$ cat src/rtl/seg7_hex_reader.sv
`default_nettype none
// ============================================================================
// Module      : seg7_hex_reader
// Description : Deserialises seven-segment patterns (a..g, one bit per valid
//               cycle) and recovers the hex digit once the pattern is stable.
// Revision    : 1.0  initial release
// ============================================================================
module seg7_hex_reader #(
    parameter int STABLE_FRAMES = 2
) (
    input  logic       clk,
    input  logic       rst,
    input  logic       seg_bit,
    input  logic       seg_valid,
    input  logic       frame_start,
    output logic [3:0] out_hex,
    output logic       out_valid,
    input  logic       out_ready,
    output logic       out_err,
    output logic       out_ovf
);

    localparam logic [3:0] c_stable_frames = 4'(STABLE_FRAMES);
    localparam logic [2:0] c_last_bit      = 3'd6;

    // Collection stage
    logic [5:0] r_shift;
    logic [2:0] r_bit_cnt;
    logic [6:0] r_dec_frame;
    logic       r_dec_vld;

    // Stability and output stage
    logic [6:0] r_last;
    logic [3:0] r_stab;
    logic [3:0] r_hex;
    logic       r_valid;
    logic       r_err;
    logic       r_ovf;

    logic [4:0] w_lookup;
    logic       w_legal;
    logic [3:0] w_digit;
    logic       w_same;
    logic [3:0] w_stab_next;
    logic       w_issue;

    // Returns {legal, digit}; frame layout is {a,b,c,d,e,f,g} with a as MSB.
    function automatic logic [4:0] font_lookup(input logic [6:0] pat);
        logic [4:0] res;
        res = 5'b0_0000;
        case (pat)
            7'b1111110: res = {1'b1, 4'h0};
            7'b0110000: res = {1'b1, 4'h1};
            7'b1101101: res = {1'b1, 4'h2};
            7'b1111001: res = {1'b1, 4'h3};
            7'b0110011: res = {1'b1, 4'h4};
            7'b1011011: res = {1'b1, 4'h5};
            7'b1011111: res = {1'b1, 4'h6};
            7'b1110000: res = {1'b1, 4'h7};
            7'b1111111: res = {1'b1, 4'h8};
            7'b1110011: res = {1'b1, 4'h9};
            7'b1110111: res = {1'b1, 4'hA};
            7'b0011111: res = {1'b1, 4'hB};
            7'b1001110: res = {1'b1, 4'hC};
            7'b0111101: res = {1'b1, 4'hD};
            7'b1001111: res = {1'b1, 4'hE};
            7'b1000111: res = {1'b1, 4'hF};
            default:    res = 5'b0_0000;
        endcase
        return res;
    endfunction

    always_ff @(posedge clk) begin
        if (rst) begin
            r_shift     <= '0;
            r_bit_cnt   <= '0;
            r_dec_frame <= '0;
            r_dec_vld   <= 1'b0;
        end else begin
            r_dec_vld <= 1'b0;
            if (seg_valid) begin
                if (frame_start) begin
                    r_shift   <= {5'b0, seg_bit};
                    r_bit_cnt <= 3'd1;
                end else if (r_bit_cnt == c_last_bit) begin
                    r_dec_frame <= {r_shift, seg_bit};
                    r_dec_vld   <= 1'b1;
                    r_shift     <= '0;
                    r_bit_cnt   <= '0;
                end else begin
                    r_shift   <= {r_shift[4:0], seg_bit};
                    r_bit_cnt <= r_bit_cnt + 3'd1;
                end
            end
        end
    end

    // The cleared last pattern (all zeros) is never a legal glyph, so no
    // separate "last valid" flag is required.
    always_comb begin
        w_lookup    = font_lookup(r_dec_frame);
        w_legal     = w_lookup[4];
        w_digit     = w_lookup[3:0];
        w_same      = (r_dec_frame == r_last);
        w_stab_next = 4'd0;
        if (w_legal) begin
            if (!w_same) begin
                w_stab_next = 4'd1;
            end else if (r_stab >= c_stable_frames) begin
                w_stab_next = c_stable_frames;
            end else begin
                w_stab_next = r_stab + 4'd1;
            end
        end
        w_issue = r_dec_vld && w_legal && (w_stab_next == c_stable_frames)
                  && !(w_same && (r_stab == c_stable_frames));
    end

    always_ff @(posedge clk) begin
        if (rst) begin
            r_last  <= '0;
            r_stab  <= '0;
            r_hex   <= '0;
            r_valid <= 1'b0;
            r_err   <= 1'b0;
            r_ovf   <= 1'b0;
        end else begin
            r_err <= 1'b0;
            if (r_dec_vld) begin
                r_stab <= w_stab_next;
                if (w_legal) begin
                    r_last <= r_dec_frame;
                end else begin
                    r_last <= '0;
                    r_err  <= 1'b1;
                end
            end

            if (w_issue) begin
                if (!r_valid || out_ready) begin
                    r_hex   <= w_digit;
                    r_valid <= 1'b1;
                end else begin
                    r_ovf <= 1'b1;
                end
            end else if (r_valid && out_ready) begin
                r_valid <= 1'b0;
            end
        end
    end

    assign out_hex   = r_hex;
    assign out_valid = r_valid;
    assign out_err   = r_err;
    assign out_ovf   = r_ovf;

endmodule
`default_nettype wire

$ cat config.mk
export PLATFORM = sky130hd
export DESIGN_NAME = seg7_hex_reader
export DESIGN_NICKNAME = d
export VERILOG_FILES = /design/src/rtl/seg7_hex_reader.sv
export SDC_FILE = /design/constraint.sdc
export NUM_CORES = 1
export LEC_CHECK = 0
export CORE_ASPECT_RATIO = 1.5
export CORE_MARGIN = 1
export CORE_UTILIZATION = 53
export CTS_CLUSTER_SIZE = 14
export DETAILED_ROUTE_END_ITERATION = 8
export PLACE_DENSITY = 0.75
export SYNTH_ARGS = -nofsm -noshare
export SYNTH_HDL_FRONTEND = slang
export SYNTH_SLANG_ARGS = --single-unit
$ cat constraint.sdc
create_clock -name clk -period 3.3 [get_ports clk]
set_input_delay 0.66 -clock clk [delete_from_list [all_inputs] [get_ports clk]]
set_output_delay 0.66 -clock clk [all_outputs]
set_load 0.05 [all_outputs]
==> run metrics, run 1 <==
GR Util All Layers=22.1%; total chip power=757 uW; CTS tree=done; switch share=20.9%; Max Buffers Root-to-Sink=2; CP Data Arrival Time=2590 ps; core area=3220 sq um; die width=50.2 um; full die area=approximately 3700 sq um; Yosys reg bits=35; drt total wl=3680 um; worst setup path class=flip-flop to flip-flop; setup violators final=0; CTS Buf Count=5; Clk pwr share=between 40% and 50%; register area=approximately 700 sq um; row cnt=25; num ports=13; routability cong.=0.737; Pleak=0.716 nW; Setup TNS Final=0 ps; post-synthesis sequential area ratio=37.9%; max-slew violations=0; first-pass GRT wire length=6220 um; Comb pwr share=3.2%; Power Density=371 nW/um^2; P_int=599 uW; HP Class=flip-flop to flip-flop; Slew HR=49.7%; Mapped Nets=between 200 and 250; EDFF count, synth=0; Fin. Hold Viols=0; Primary FF master, synth=dfxtp_1; Pre-Repair DR Iteration Count=4; layout net count=218; share of synthesized flip-flops with an asynchronous set or reset=0%; Req. time, crit path=3470 ps; Vias/cell=slightly above 6; maximum vdd drop=0.358 mV; Psw=158 uW; share of cells above drive strength 1=7.62%; Clock transition at path regs=60 ps; Layout area overhead=10.4%; H-tree depth=2; # DRC=0; worst-path fanout max=17; Final period util=between 70% and 80%; antenna viol nets, final=0; Clock Latency Late Sink=approximately 280 ps; initial core utilization=57.3%; Port Buffers=12; Final min period=2420 ps; Crit. End Element=flip-flop; initial antenna violation count=0; multi-input combinational cell area=1050 sq um; Yosys cell types=52; fmax=0.414 GHz; grt total ovfl=0; Avg Synthesized Cell Area=9.01 sq um; max-cap viol count=0; cell area after synthesis=between 1500 and 2000 sq um; worst slew pin tran=751 ps; vias in the first global route=1,406; DR iter-0 viols=57; die height=74.3 um; outcome=finished clean; sequential share of power=56.6%; largest net degree at the start of global routing=22; Wirelength per Cell=about 15 um; number of clock sinks seen by CTS=35; CP Launch Type=flip-flop; Synth warnings=0; ANT cells=0; Root Buffer=clkbuf_8; hold-fix buffers at CTS=0; vias=1,530; Syn Inst Count=205; HPWL after detailed placement=2630 um; number of fill cells=277; unrepaired setup endpoints after global routing=false; Final Skew=3.67 ps; Post-CTS Setup Bufs=0; post-cts resize count=0
-- power by group through the flow --
stage | combinational, mW | clock [mW] | sequential [mW]
final | 0.0245 | 0.304 | 0.428
after floorplan | 0.0169 | 0 | 0.436
after CTS | 0.0245 | 0.310 | 0.428
after detailed placement | 0.0244 | 0 | 0.438
after global placement | 0.0240 | 0 | 0.437
after global routing | 0.0274 | 0.324 | 0.428
-- cell usage after synthesis, types with 2 or more instances --
cell	n	share of area, %
xnor2_1	8	3.8
nand4_1	3	1.0
buf_2	4	1.1
a211oi_1	2	0.81
clkbuf_1	9	1.8
o2111ai_1	2	0.95
nor2b_1	8	2.7
nand2b_1	7	2.4
a31oi_1	2	0.68
nand2_1	11	2.2
nor4bb_1	2	1.1
dfxtp_1	35	38
a21oi_1	13	3.5
o22ai_1	2	0.68
a22o_1	9	4.3
nor4b_1	3	1.4
o31ai_1	3	1.2
o21ai_0	4	1.1
nor4_1	4	1.4
nor3_2	2	1.1
inv_1	5	1.0
ha_1	2	1.4
mux2_4	2	1.6
nor3_1	4	1.1
mux2i_1	9	4.9
nor3b_1	2	0.81
nor2_1	20	4.1
nand3_1	3	0.81
and4b_1	2	1.1
-- sequential cells by signal (all words and copies together) (netlist names) --
name and flops:
r_shift 6, out_err 1, out_valid 1, r_dec_vld 1
r_dec_frame 7, r_bit_cnt 3, out_ovf 1, r_last 7
out_hex 4, r_stab 4
-- layout make-up --
type	instances	area share [%]
clock buffers	6	4.05
clock inverters	1	0.245
inverters	5	0.920
multi-input cells	150	51.7
flip-flops and latches	35	34.4
well taps	40	2.45
repair buffers	13	6.26
-- metal layers --
layer,wire [um],GRT usage [%],part of all wire (%)
met3,108,4.91,2.9
met1,1580,24.9,43
met2,1910,39.4,52
met5,0,0,0
met4,80,9.52,2.2
-- path summary, 6_finish.rpt --
check,depth (start not counted),endpoint,slack [ps],startpoint
worst max-delay path,5,r_last[1]$_SDFFE_PP0P_,880,r_dec_frame[6]$_SDFFE_PP0P_
worst max register to register,5,r_last[1]$_SDFFE_PP0P_,880,r_dec_frame[6]$_SDFFE_PP0P_
worst min-delay path,2,out_ovf$_SDFFE_PP0P_,470,out_ovf$_SDFFE_PP0P_
worst min register to register,2,out_ovf$_SDFFE_PP0P_,470,out_ovf$_SDFFE_PP0P_
-- cell families after synthesis --
| kind of cell | after synthesis | synth area share [%] |
|---|---|---|
| compound gates | 48 | 19.2 |
| buf+inv | 20 | 4.95 |
| fa+ha+maj | 2 | 1.35 |
| flops | 35 | 37.9 |
| xor+xnor | 8 | 3.79 |
| simple gates | 81 | 26.3 |
| mux | 11 | 6.50 |
-- cells in the final DEF (no fill, tap or decap), types with 3 or more instances in the layout --
cell,Yosys,layout
nand3_1,3,3
nor4b_1,3,3
nand2b_1,7,7
nor3_1,4,4
nor2_1,20,20
clkdlybuf4s50_1,0,12
dfxtp_1,35,35
nand2_1,11,11
a21oi_1,13,13
a22o_1,9,9
nor4_1,4,4
clkbuf_8,0,6
nand4_1,3,3
inv_1,5,5
xnor2_1,8,8
mux2i_1,9,9
nor2b_1,8,8
o31ai_1,3,3
o21ai_0,4,4
-- critical path, stage by stage (launching register included) --
cell	delay, ps
dfxtp_1	680
and4b_1	260
a22oi_1	270
o21ai_1	280
o311a_1	530
a22o_1	280
-- through the flow --
stage	util [%]	std cells	worst slack, ps	area [sq um]	hold WS, ps
global route	63.3	250	667	2040	498
finish	63.3	250	882	2040	467
global placement	60.6	243	777	1950	440
CTS	63.3	250	882	2040	466
floorplan	-	205	1290	1850	455
detailed placement	60.6	243	695	1950	452
Power figures use the tool's default switching activity.
==> inputs of run 2 (changes only) <==
CORE_UTILIZATION = 52   (was 53)
PLACE_DENSITY = 0.77   (was 0.75)
clock period = 2 ns   (was 3.3 ns; I/O delays follow)
==> run 2 against run 1 <==
  * Combinational power increased by 89%
  * Sequential share of layout area fell by 3.2 points
  * Global-route usage increased by 3.5 points
  * Utilization grew 4.1 points
  * Hold slack got worse by 7.5 ps
  * Highest routed layer unchanged
  * Clock skew fell by 1.3 ps
==> run metrics, run 2 (synthesized netlist as in run 1, its figures left out) <==
outcome=finished clean; drt total wl=4460 um; R2R Setup Slk=70 ps; Crit. End Element=flip-flop; full die area=between 3000 and 4000 sq um; Clk pwr share=approximately 40%; initial core utilization=54.6%; sequential share of power=between 50% and 60%; Clock Latency Late Sink=around 290 ps; largest net degree at the start of global routing=15; most common cell after layout, fill and taps aside=dfxtp_1; register area=709 sq um; multi-input combinational cell area=1100 sq um; hold-fix buffers at CTS=0; max-slew violations=0; Pre-Repair DR Iteration Count=4; die width=50.7 um; P_int=965 uW; worst slew pin tran=692 ps; Max Buffers Root-to-Sink=2; Port Buffers=12; Final Skew=about 2.4 ps; number of fill cells=~280; setup violators final=0; CTS tree=done; Final min period=1930 ps; CTS Buf Count=5; Vias/cell=5.95; max-cap viol count=0; Fin. Hold Viols=0; number of clock sinks seen by CTS=35; core area=approximately 3400 sq um; CP Launch Type=flip-flop; Hold Path Stages=2; Worst Reg-to-Reg Cells=5; Final period util=between 90% and 100%; Req. time, crit path=~2200 ps; routability cong.=0.851; maximum vdd drop=0.446 mV; row cnt=26; HPWL after detailed placement=about 3200 um; H-tree depth=2; Largest regs=r_dec_frame x7, r_last x7, r_shift x6; GR Util All Layers=25.6%; initial antenna violation count=0; die height=75.0 um; Psw=271 uW; # placed instances=269; Wirelength per Cell=approximately 16 um; Power Density=between 500 and 600 nW/um^2; vias=approximately 1.7k; final core utilization=67.4%; switch share=21.9%; worst setup path class=flip-flop to flip-flop; Pleak=0.855 nW; Setup TNS Final=0 ps; Cell Count, Final, Fillers Out=278; grt total ovfl=0; ANT cells=0; Slew HR=between 50 and 60%; # DRC=0; fmax=0.519 GHz; Clock transition at path regs=70 ps; Root Buffer=clkbuf_8; final worst slack=72.7 ps; Layout area overhead=23.4%; first-pass GRT wire length=7230 um; vias in the first global route=between 1.5k and 2k; worst slack, placed=-22.9 ps; HP Class=flip-flop to flip-flop; layout net count=243; DR iter-0 viols=43; share of cells above drive strength 1=22.9%; CP Data Arrival Time=2100 ps; num ports=13; worst-path fanout max=6; Comb pwr share=around 3.7%; most frequent cells in the layout=28 x dfxtp_1, 26 x buf_4, 20 x nor2_1; antenna viol nets, final=0
[run 2: cell types whose count changed in the layout (fill, tap and decap cells not counted), moves of 2 or more]
cell      change
buf_4        +25
dfxtp_1       -7
dfxtp_2       +7
clkbuf_1      +2
[run 2: power groups by stage]
stage / Combinational [mW] / Sequential (mW) / Clock, mW
after floorplan: 0.0279 / 0.719 / 0
after global routing: 0.0499 / 0.707 / 0.525
after detailed placement: 0.0453 / 0.722 / 0
after CTS: 0.0455 / 0.706 / 0.493
after global placement: 0.0430 / 0.722 / 0
final: 0.0463 / 0.706 / 0.482
[run 2: timing repair]
action | 4_1_cts | 5_1_grt
pin swaps | 3 | 2
gates resized for setup | 7 | 8
buffers inserted | 1 | 0
setup endpoints to repair | 11 | 16
[run 2: per-stage QoR]
stage	total power, mW	instance area [sq um]	hold slack (ps)
finish	1.24	2280	459
global route	1.28	2280	490
CTS	1.24	2260	464
detailed placement	0.767	2130	450
global placement	0.765	2130	444
floorplan	0.747	1850	455
[run 2: worst max-delay path, cell delays in order (launching register included)]
cell and delay (ps):
dfxtp_2 350, or4b_4 550, or3_4 390, nand3_4 90, o311ai_4 120, mux2_4 330
[run 2: layout make-up]
cell class,instances,share of cell area (%)
timing repair buffer,38,13.8
multi-input combinational,150,48.4
tap,42,2.31
sequential,35,31.1
clock inverter,1,0.220
clock buffer,7,3.35
inverter,5,0.823
[run 2: path summary, 6_finish.rpt]
check,start,to
worst max-delay path,r_dec_frame[0]$_SDFFE_PP0P_,out_hex[1]$_SDFFE_PP0P_
worst min-delay path,out_ovf$_SDFFE_PP0P_,out_ovf$_SDFFE_PP0P_
worst max register to register,r_dec_frame[0]$_SDFFE_PP0P_,out_hex[1]$_SDFFE_PP0P_
worst min register to register,out_ovf$_SDFFE_PP0P_,out_ovf$_SDFFE_PP0P_
[run 2: layer usage]
metal | global-route usage, % | vias up | share of wire, %
li1 | - | 814 | -
met1 | 25.5 | 784 | 38
met2 | 49.9 | 47 | 57
met3 | 4.65 | 10 | 2.9
met4 | 12.7 | 0 | 2.6
met5 | 0 | - | 0
==> variant (config.mk and constraints of run 2) <==
Put one more register stage on the output `out_ovf`, cleared by the reset. The value now appears one clock later. The other outputs are not delayed to match.
--- a/src/rtl/seg7_hex_reader.sv
+++ b/src/rtl/seg7_hex_reader.sv
@@ -152,7 +152,13 @@
     assign out_hex   = r_hex;
     assign out_valid = r_valid;
     assign out_err   = r_err;
-    assign out_ovf   = r_ovf;
+    always_ff @(posedge clk) begin
+        if (rst) begin
+            out_ovf <= '0;
+        end else begin
+            out_ovf <= r_ovf;
+        end
+    end
 
 endmodule
 `default_nettype wire
Function: no difference found for any inputs over 10 cycles, from zero or initial values and one cycle with rst high; that may be too few to reach the edited logic, so the function may still have changed.
==> variant against run 2 <==
The run now ends with setup timing left. Total power rose by 4.5%. Non-clock buffer count rose by 2. Worst setup slack got worse by 0.20 ns. Wire length rose by 2.3%. Sequential cell count rose by 1. Final area rose by 1.5%. Core utilization rose by 1.0 points. Area after synthesis fell by 0.95%. First-iteration DRC count rose by 19%.
==> variant: results (changes against run 2) <==
BUFFERS=40  # +5.3%
GPL.FINAL_WEIGHTED_CONGESTION=0.827  # -2.8%
POWER_COMBINATIONAL_W=0.0000446  # -4%
FINALWORSTSETUPSLACK_NS=-0.126  # -0.198 ns
CLOCK-SKEW-FINAL_NS=0.00508  # +0.00270 ns
GRT_PASS1_WL_UM=7030  # -2.8%
MET1_USAGE_PCT=26.4  # +0.88 points
P_CLK_W=0.000525  # +8.9%
FILLERS=286  # +1.8%
SEQ_AREA_UM2=736  # +3.7%
VIOLATIONS='setup timing'
FINAL_CELLS=277  # -0.36%
FINALSETUPVIOLCOUNT=4  # +4
POST-PLACE-CELLS=267  # -0.74%
CLOCK_BUFFERS=6  # -1
RESULT_OF_THE_RUN='complete, but fails checks'
POST_SYNTH_INST_COUNT=204  # -0.49%
ARRIVAL_NS=2.30  # +0.20 ns
SYNTHESIS.NETS=212  # -0.47%
SLOWEST_STAGE='sky130_fd_sc_hd__or4_4'
GRT_MAX_DEGREE=16  # +1
DIE_WIDTH_UM=50.4  # -0.46%
SYNTHTOPCELLSBYCOUNT='sky130_fd_sc_hd__dfxtp_1, sky130_fd_sc_hd__nor2_1, sky130_fd_sc_hd__a21oi_1, sky130_fd_sc_hd__nand2_1, sky130_fd_sc_hd__mux2i_1'
CELL_TYPES_WITH_THE_LARGEST_AREA_SHARE_AFTER_SYNTHESIS='sky130_fd_sc_hd__dfxtp_1, sky130_fd_sc_hd__mux2i_1, sky130_fd_sc_hd__nor2_1, sky130_fd_sc_hd__a22o_1, sky130_fd_sc_hd__xnor2_1'
FIRST_GLOBAL_VIAS=1547  # -3.3%
POSTROUTEWIRELENGTH_UM=4570  # +2.3%
HPWL_REPORTED_AT_THE_END_OF_DETAILED_PLACEMENT_UM=3240  # +0.21%
[variant: kinds of logic (layout without fill, tap and decap cells)]
group	count (synthesis)	after routing	share of synthesized area (%)
DFF	36	36	39.4
AOI/OAI and AO/OA	44	44	18.1
adders and majority gates	2	2	1.37
muxes	10	10	5.75
xor gates and xnor gates	9	9	4.72
and+or+nand+nor	79	79	23.9
buffers and inverters	24	55	6.70
[variant: worst paths after layout]
| path | cells past startpoint | startpoint | end | slack [ns] |
|---|---|---|---|---|
| setup reg to reg | 7 | r_stab[0] | out_hex[0] | -0.13 |
| hold / removal | 2 | out_hex[2] | out_hex[2] | 0.46 |
| setup / recovery | 7 | r_stab[0] | out_hex[0] | -0.13 |
| hold reg to reg | 2 | out_hex[2] | out_hex[2] | 0.46 |
[variant: timing repair]
item	4_1_cts	5_1_grt
cloned	0	1
resized for setup	1	16
pin swaps	2	2
endpoints found under the setup margin	4	16
buffers inserted	0	1
